[src/rtl/cdb_arbiter_pkg.sv]
// Shared constants for the ALU-side common data bus arbiter and its picker.
package cdb_arbiter_pkg;
    localparam int   TAG_W_DEF    = 4;
    localparam int   DATA_W_DEF   = 32;
    localparam int   ROB_SIZE_DEF = 15;
    localparam int   ZERO_ROB     = 0;
    localparam logic TRUE         = 1'b1;
    localparam logic FALSE        = 1'b0;
endpackage

[src/rtl/cdb_arbiter_rr_picker.sv]
// Combinational round-robin picker: first set request at or after i_ptr, wrapping.
module cdb_arbiter_rr_picker
    import cdb_arbiter_pkg::*;
#(
    parameter int N_REQ = 3,
    parameter int PTR_W = 2
) (
    input  logic [N_REQ-1:0] i_req,
    input  logic [PTR_W-1:0] i_ptr,
    output logic [N_REQ-1:0] o_grant,
    output logic [PTR_W-1:0] o_idx
);
    logic w_found;
    int   w_j;

    always_comb begin
        o_grant = '0;
        o_idx   = '0;
        w_found = FALSE;
        w_j     = 0;
        for (int k = 0; k < N_REQ; k++) begin
            w_j = (int'(i_ptr) + k) % N_REQ;
            if (!w_found && i_req[w_j]) begin
                w_found      = TRUE;
                o_grant[w_j] = 1'b1;
                o_idx        = PTR_W'(w_j);
            end
        end
    end
endmodule

[src/rtl/cdb_arbiter.sv]
// Common data bus arbiter: one holding slot per execution unit, one broadcast per cycle.
// Define CDB_AGE_PRIORITY_EN to grant the oldest ROB entry instead of round-robin.
module cdb_arbiter
    import cdb_arbiter_pkg::*;
#(
    parameter int N_REQ    = 3,
    parameter int TAG_W    = TAG_W_DEF,
    parameter int DATA_W   = DATA_W_DEF,
    parameter int ROB_SIZE = ROB_SIZE_DEF
) (
    input  logic                    clk,
    input  logic                    rst,
    input  logic                    ena,
    input  logic                    in_flush,
    input  logic [N_REQ-1:0]        in_valid,
    output logic [N_REQ-1:0]        out_ready,
    input  logic [N_REQ*TAG_W-1:0]  in_tag,
    input  logic [N_REQ*DATA_W-1:0] in_value,
    input  logic [N_REQ-1:0]        in_isjump,
    input  logic [N_REQ*DATA_W-1:0] in_jump_addr,
    input  logic [TAG_W-1:0]        in_rob_head,
    output logic [TAG_W-1:0]        out_cdb_rob_tag,
    output logic [DATA_W-1:0]       out_cdb_value,
    output logic                    out_cdb_isjump,
    output logic [DATA_W-1:0]       out_cdb_jump_addr,
    output logic                    out_busy
);
    localparam int PTR_W = (N_REQ > 1) ? $clog2(N_REQ) : 1;

    logic              r_slot_vld  [N_REQ];
    logic [TAG_W-1:0]  r_slot_tag  [N_REQ];
    logic [DATA_W-1:0] r_slot_val  [N_REQ];
    logic              r_slot_jmp  [N_REQ];
    logic [DATA_W-1:0] r_slot_addr [N_REQ];
    logic [PTR_W-1:0]  r_ptr;

    logic [N_REQ-1:0]  w_slot_vld;
    logic [N_REQ-1:0]  w_grant;
    logic [PTR_W-1:0]  w_win_idx;
    logic              w_any;
    logic              w_advance;

    assign w_advance = ena & ~in_flush;
    assign w_any     = |w_slot_vld;
    assign out_busy  = w_any;

`ifdef CDB_AGE_PRIORITY_EN
    logic [TAG_W:0] w_age;
    logic [TAG_W:0] w_best;
    logic           w_found;

    // Age is distance from the ROB head, modulo the ROB's 1..ROB_SIZE tag space.
    always_comb begin
        w_grant   = '0;
        w_win_idx = '0;
        w_age     = '0;
        w_best    = '0;
        w_found   = FALSE;
        for (int i = 0; i < N_REQ; i++) begin
            if (r_slot_vld[i]) begin
                if (r_slot_tag[i] >= in_rob_head)
                    w_age = {1'b0, r_slot_tag[i]} - {1'b0, in_rob_head};
                else
                    w_age = {1'b0, r_slot_tag[i]} + (TAG_W+1)'(ROB_SIZE) - {1'b0, in_rob_head};
                if (!w_found || w_age < w_best) begin
                    w_found   = TRUE;
                    w_best    = w_age;
                    w_win_idx = PTR_W'(i);
                end
            end
        end
        if (w_found)
            w_grant[w_win_idx] = 1'b1;
    end
`else
    logic              w_unused_head;
    logic [31:0]       w_unused_rob_size;
    assign w_unused_head     = ^in_rob_head;
    assign w_unused_rob_size = 32'(ROB_SIZE);

    cdb_arbiter_rr_picker #(
        .N_REQ (N_REQ),
        .PTR_W (PTR_W)
    ) u_picker (
        .i_req   (w_slot_vld),
        .i_ptr   (r_ptr),
        .o_grant (w_grant),
        .o_idx   (w_win_idx)
    );
`endif

    genvar gi;
    generate
        for (gi = 0; gi < N_REQ; gi++) begin : g_slot
            assign w_slot_vld[gi] = r_slot_vld[gi];
            // A slot being granted this cycle can take its next result at the same edge.
            assign out_ready[gi]  = w_advance & (~r_slot_vld[gi] | w_grant[gi]);

            always_ff @(posedge clk) begin
                if (rst) begin
                    r_slot_vld[gi]  <= 1'b0;
                    r_slot_tag[gi]  <= '0;
                    r_slot_val[gi]  <= '0;
                    r_slot_jmp[gi]  <= 1'b0;
                    r_slot_addr[gi] <= '0;
                end else if (ena) begin
                    if (in_flush) begin
                        r_slot_vld[gi] <= 1'b0;
                    end else if (in_valid[gi] && out_ready[gi] &&
                                 in_tag[gi*TAG_W +: TAG_W] != TAG_W'(ZERO_ROB)) begin
                        r_slot_vld[gi]  <= 1'b1;
                        r_slot_tag[gi]  <= in_tag[gi*TAG_W +: TAG_W];
                        r_slot_val[gi]  <= in_value[gi*DATA_W +: DATA_W];
                        r_slot_jmp[gi]  <= in_isjump[gi];
                        r_slot_addr[gi] <= in_jump_addr[gi*DATA_W +: DATA_W];
                    end else if (w_grant[gi]) begin
                        r_slot_vld[gi] <= 1'b0;
                    end
                end
            end
        end
    endgenerate

    always_ff @(posedge clk) begin
        if (rst) begin
            r_ptr             <= '0;
            out_cdb_rob_tag   <= '0;
            out_cdb_value     <= '0;
            out_cdb_isjump    <= 1'b0;
            out_cdb_jump_addr <= '0;
        end else if (ena) begin
            if (in_flush || !w_any) begin
                out_cdb_rob_tag   <= '0;
                out_cdb_value     <= '0;
                out_cdb_isjump    <= 1'b0;
                out_cdb_jump_addr <= '0;
            end else begin
                out_cdb_rob_tag   <= r_slot_tag[w_win_idx];
                out_cdb_value     <= r_slot_val[w_win_idx];
                out_cdb_isjump    <= r_slot_jmp[w_win_idx];
                out_cdb_jump_addr <= r_slot_addr[w_win_idx];
                r_ptr             <= (w_win_idx == PTR_W'(N_REQ-1)) ? '0 : w_win_idx + 1'b1;
            end
        end
    end
endmodule

[config.mk]
export PLATFORM = sky130hd
export DESIGN_NAME = cdb_arbiter
export DESIGN_NICKNAME = d
export VERILOG_FILES = /design/src/rtl/cdb_arbiter_pkg.sv /design/src/rtl/cdb_arbiter_rr_picker.sv /design/src/rtl/cdb_arbiter.sv
export SDC_FILE = /design/constraint.sdc
export NUM_CORES = 1
export LEC_CHECK = 0
export ABC_AREA = 1
export CAP_MARGIN = 5
export CORE_MARGIN = 5
export CORE_UTILIZATION = 46
export DETAILED_ROUTE_END_ITERATION = 8
export PLACE_DENSITY = 0.84
export SYNTH_ARGS = -nofsm -noshare
export SYNTH_HDL_FRONTEND = slang
export SYNTH_SLANG_ARGS = --single-unit
[constraint.sdc]
create_clock -name clk -period 3.75 [get_ports clk]
set_clock_uncertainty 0.2 [all_clocks]
set_input_delay 0.9375 -clock clk [delete_from_list [all_inputs] [get_ports clk]]
set_output_delay 0.9375 -clock clk [all_outputs]
set_load 0.02 [all_outputs]
==> out/qor.yml <==
layout:
  num-fill-cells: 2157
  mostFrequentLayoutCell: "nor2_1"
  drive_gt1_share_pct: 6.48
  instances_no_fill: 2088
  finalNetCount: 1913
  final_area_um2: 16900
  areaGrowthSynthToFinish_pct: 32.8
  mostFrequentLayoutCells: "nor2_1 (340), inv_1 (288), clkdlybuf4s50_1 (282)"
clocking:
  clockBufferDepth: 3
  cts_tree: "built"
  htreeDepth: 1
  clkLatencyLatePin_ps: 550
  cts.sinks: 281
  cts_root_buffer: "clkbuf_16"
  path_clk_slew_ps: 60
  cts-buffers-inserted: 29
job:
  drv_cap: 0
global_route:
  grt_util_all_layers_pct: 22.4
  grt_pass1_vias: 10587
  grt_overflow: 0
  grt_pass1_wl_um: 55400
  grt_max_degree: 72
  antenna_found_initial: 2
routing:
  vias: 10486
  top_layer: "met5"
  via_per_inst: 5.02
  drcViolationCount: 0
  drt_iter0_drc: 1020
  dr_wl_met2_um: 17700
  dr.pass1.iters: 6
  wl_met3_um: 3360
  m1WireLength_um: 13500
  ant_nets: 0
  wl_um: 36000
  routedWlPerCell_um: 17.2
critical_path:
  r2r_start: "r_ptr[1]$_SDFFE_PP0P_"
  crit_chain: "inv_1 -> ha_4 -> inv_2 -> nand2_1 -> nand3_1 -> nand2_1 -> nor2_4 -> nand3_2 -> nand3_1 -> nor2_1 -> nor2_4 -> buf_12"
  path_class: "reg -> out"
  endpoint_kind: "primary output"
  worstPathMaxFanout: 5
  slowest_stage: "dfxtp_1"
  cp_num_buf_inv: 3
  worst_ep_arrival_time_ps: 2470
  cp.required_ps: 2610
  reg2reg_to: "out_cdb_jump_addr[3]$_SDFFE_PP0P_"
  worst-path-stages: 12
  r2r_cells: 14
  critPathTopFamily: "simple AND/OR/NAND/NOR gates"
  critPathMaxStageDelay_ps: 350
  cp-start-kind: "flop"
  r2r_slack_ps: 570
logic_synthesis:
  yosysSeqAreaShare_pct: 60.9
  synthCells: 1421
  synth_area_um2: 12700
  synth_nets: 1643
  ys_seq_elements: 281
  synth_warnings: 0
  synth_cell_types: 30
  avgSynthCellArea_um2: 8.93
placed_design:
  dpl_cell_area_um2: 15900
  placed_cells: 2030
  dpl.hpwl_um: 22900
  dpl_worst_slack_ps: 205
  gp_congestion: 0.830
  port_buffers: 286
pwr:
  internal-power_mw: 5.61
  cellLeakagePower_nw: 7.44
  p_seq_share_pct: 47.9
  pwr-share-clk_pct: 38.8
  comb_power_share_pct: 13.2
  ir_drop_v: 0.000280
  p_sw_mw: 1.85
  power.density_nw_per_um2: 442
  swShare_pct: 24.8
die:
  die_w_um: 176
  start_util_pct: 46.8
  die_y_um: 176
  core_area_um2: 27100
  num_rows: 60
  pin_count: 291
  die_area_um2: 31000
sta:
  fin_ws_ps: 142
  slew_headroom_pct: 36.0
  setup_viol: 0
  maxSlewViolCount: 0
  post-route-min-period_ps: 3610
  rsz0062_at_grt: "true"
  min_period_over_period_pct: 96.2
  worst_pin_slew_ps: 960
  fmax_mhz: 277
  final_hold_viol_count: 0
min_path:
  whs_path_depth: 2
  min_path_type: "reg -> reg"
  min_to: "out_cdb_jump_addr[0]$_SDFFE_PP0P_"
  min_from: "r_slot_addr[0][0]$_SDFFCE_PN0P_"
status:
  outcome: "complete, no violations"
[stage by stage]
stage	util [%]	total power [mW]	setup TNS (ps)	hold slack [ps]
global route	62.2	7.73	-25.2	374
floorplan	-	4.12	0	278
finish	62.2	7.46	0	341
CTS	62.1	7.49	0	322
detailed placement	58.5	4.62	0	313
global placement	58.5	4.59	0	292
[Yosys cell counts, drive strengths merged]
cell    instances  area [um2]
nor2          353        1370
inv           296        1110
edfxtp        210        6310
nand2         174         666
nand3         154         823
a21oi          75         387
dfxtp          71        1420
buf            50         384
clkbuf         22        82.6
ha              4        50.1
o21a            3        22.5
o21ai           3        18.8
a211oi          1        7.51
a31oi           1        21.3
clkinv          1        3.75
nand4           1        6.26
nor3            1        5.00
o22ai           1        6.26
[worst max path at each step]
stage / slack (ps) / start / to
3_3_place_gp: 230 / ena / out_ready[1]
6_report: 140 / r_ptr[0]$_SDFFE_PP0P_ / out_ready[2]
3_5_place_dp: 200 / ena / out_ready[1]
4_1_cts: 50 / r_ptr[0]$_SDFFE_PP0P_ / out_ready[2]
2_1_floorplan: 510 / r_ptr[0]$_SDFFE_PP0P_ / r_slot_addr[0][0]$_SDFFCE_PN0P_
5_1_grt: -20 / r_ptr[0]$_SDFFE_PP0P_ / out_ready[2]
[final cells by class]
class / count / area [um2] / area share (%)
inverter: 297 / 1120 / 6.63
timing repair buffer: 311 / 3150 / 18.7
clock inverter: 17 / 171 / 1.02
antenna: 2 / 5.00 / 0.0297
sequential: 281 / 7730 / 45.8
multi-input combinational: 771 / 3430 / 20.4
tap: 372 / 465 / 2.76
clock buffer: 37 / 786 / 4.66
[worst register-to-register path, cell delays in order, from the launching register on]
cell and delay [ps]:
dfxtp_1 410, inv_1 90, ha_1 260, nand2_1 110, nand3_2 120, nand2_4 130, inv_2 40, nand2_1 80
nand2_1 70, inv_2 80, nand2_4 280, nor2_4 180, buf_4 500, nand3_1 320, a21oi_1 230
[sequential cells by signal (all words and copies together) (netlist names)]
name / flops
out_cdb_isjump: 1
out_cdb_jump_addr: 32
out_cdb_rob_tag: 4
out_cdb_value: 32
r_ptr: 2
r_slot_addr: 96
r_slot_jmp: 3
r_slot_tag: 12
r_slot_val: 96
r_slot_vld: 3
[routing by layer]
metal,global-route usage (%),vias to the layer above
li1,-,4929
met4,8.87,2
met5,0,-
met1,27.7,4870
met2,38.9,583
met3,4.33,102
[power groups by stage]
stage          registers [mW]  clock network, mW  logic (mW)
2_1_floorplan            3.67                  0       0.453
3_3_place_gp             3.63                  0       0.959
3_5_place_dp             3.64                  0       0.981
4_1_cts                  3.57               2.93       0.987
5_1_grt                  3.59               3.08        1.06
6_report                 3.57               2.89       0.987
[kinds of logic after synthesis]
logic type                 after synthesis  share of synthesized area (%)
AOI/OAI and AO/OA                       84                           3.65
adders and majority gates                4                          0.394
buffers and inverters                  369                           12.5
DFF                                    281                           60.9
and+or+nand+nor                        683                           22.6
[timing repair]
item | CTS | global route
setup buffers | 0 | 2
endpoints found under the setup margin | 1 | 3
pin swaps | 0 | 2
hold endpoints to repair | 0 | 0
gates resized for setup | 1 | 1
hold buffers | 0 | 0
Power figures use the tool's default switching activity.
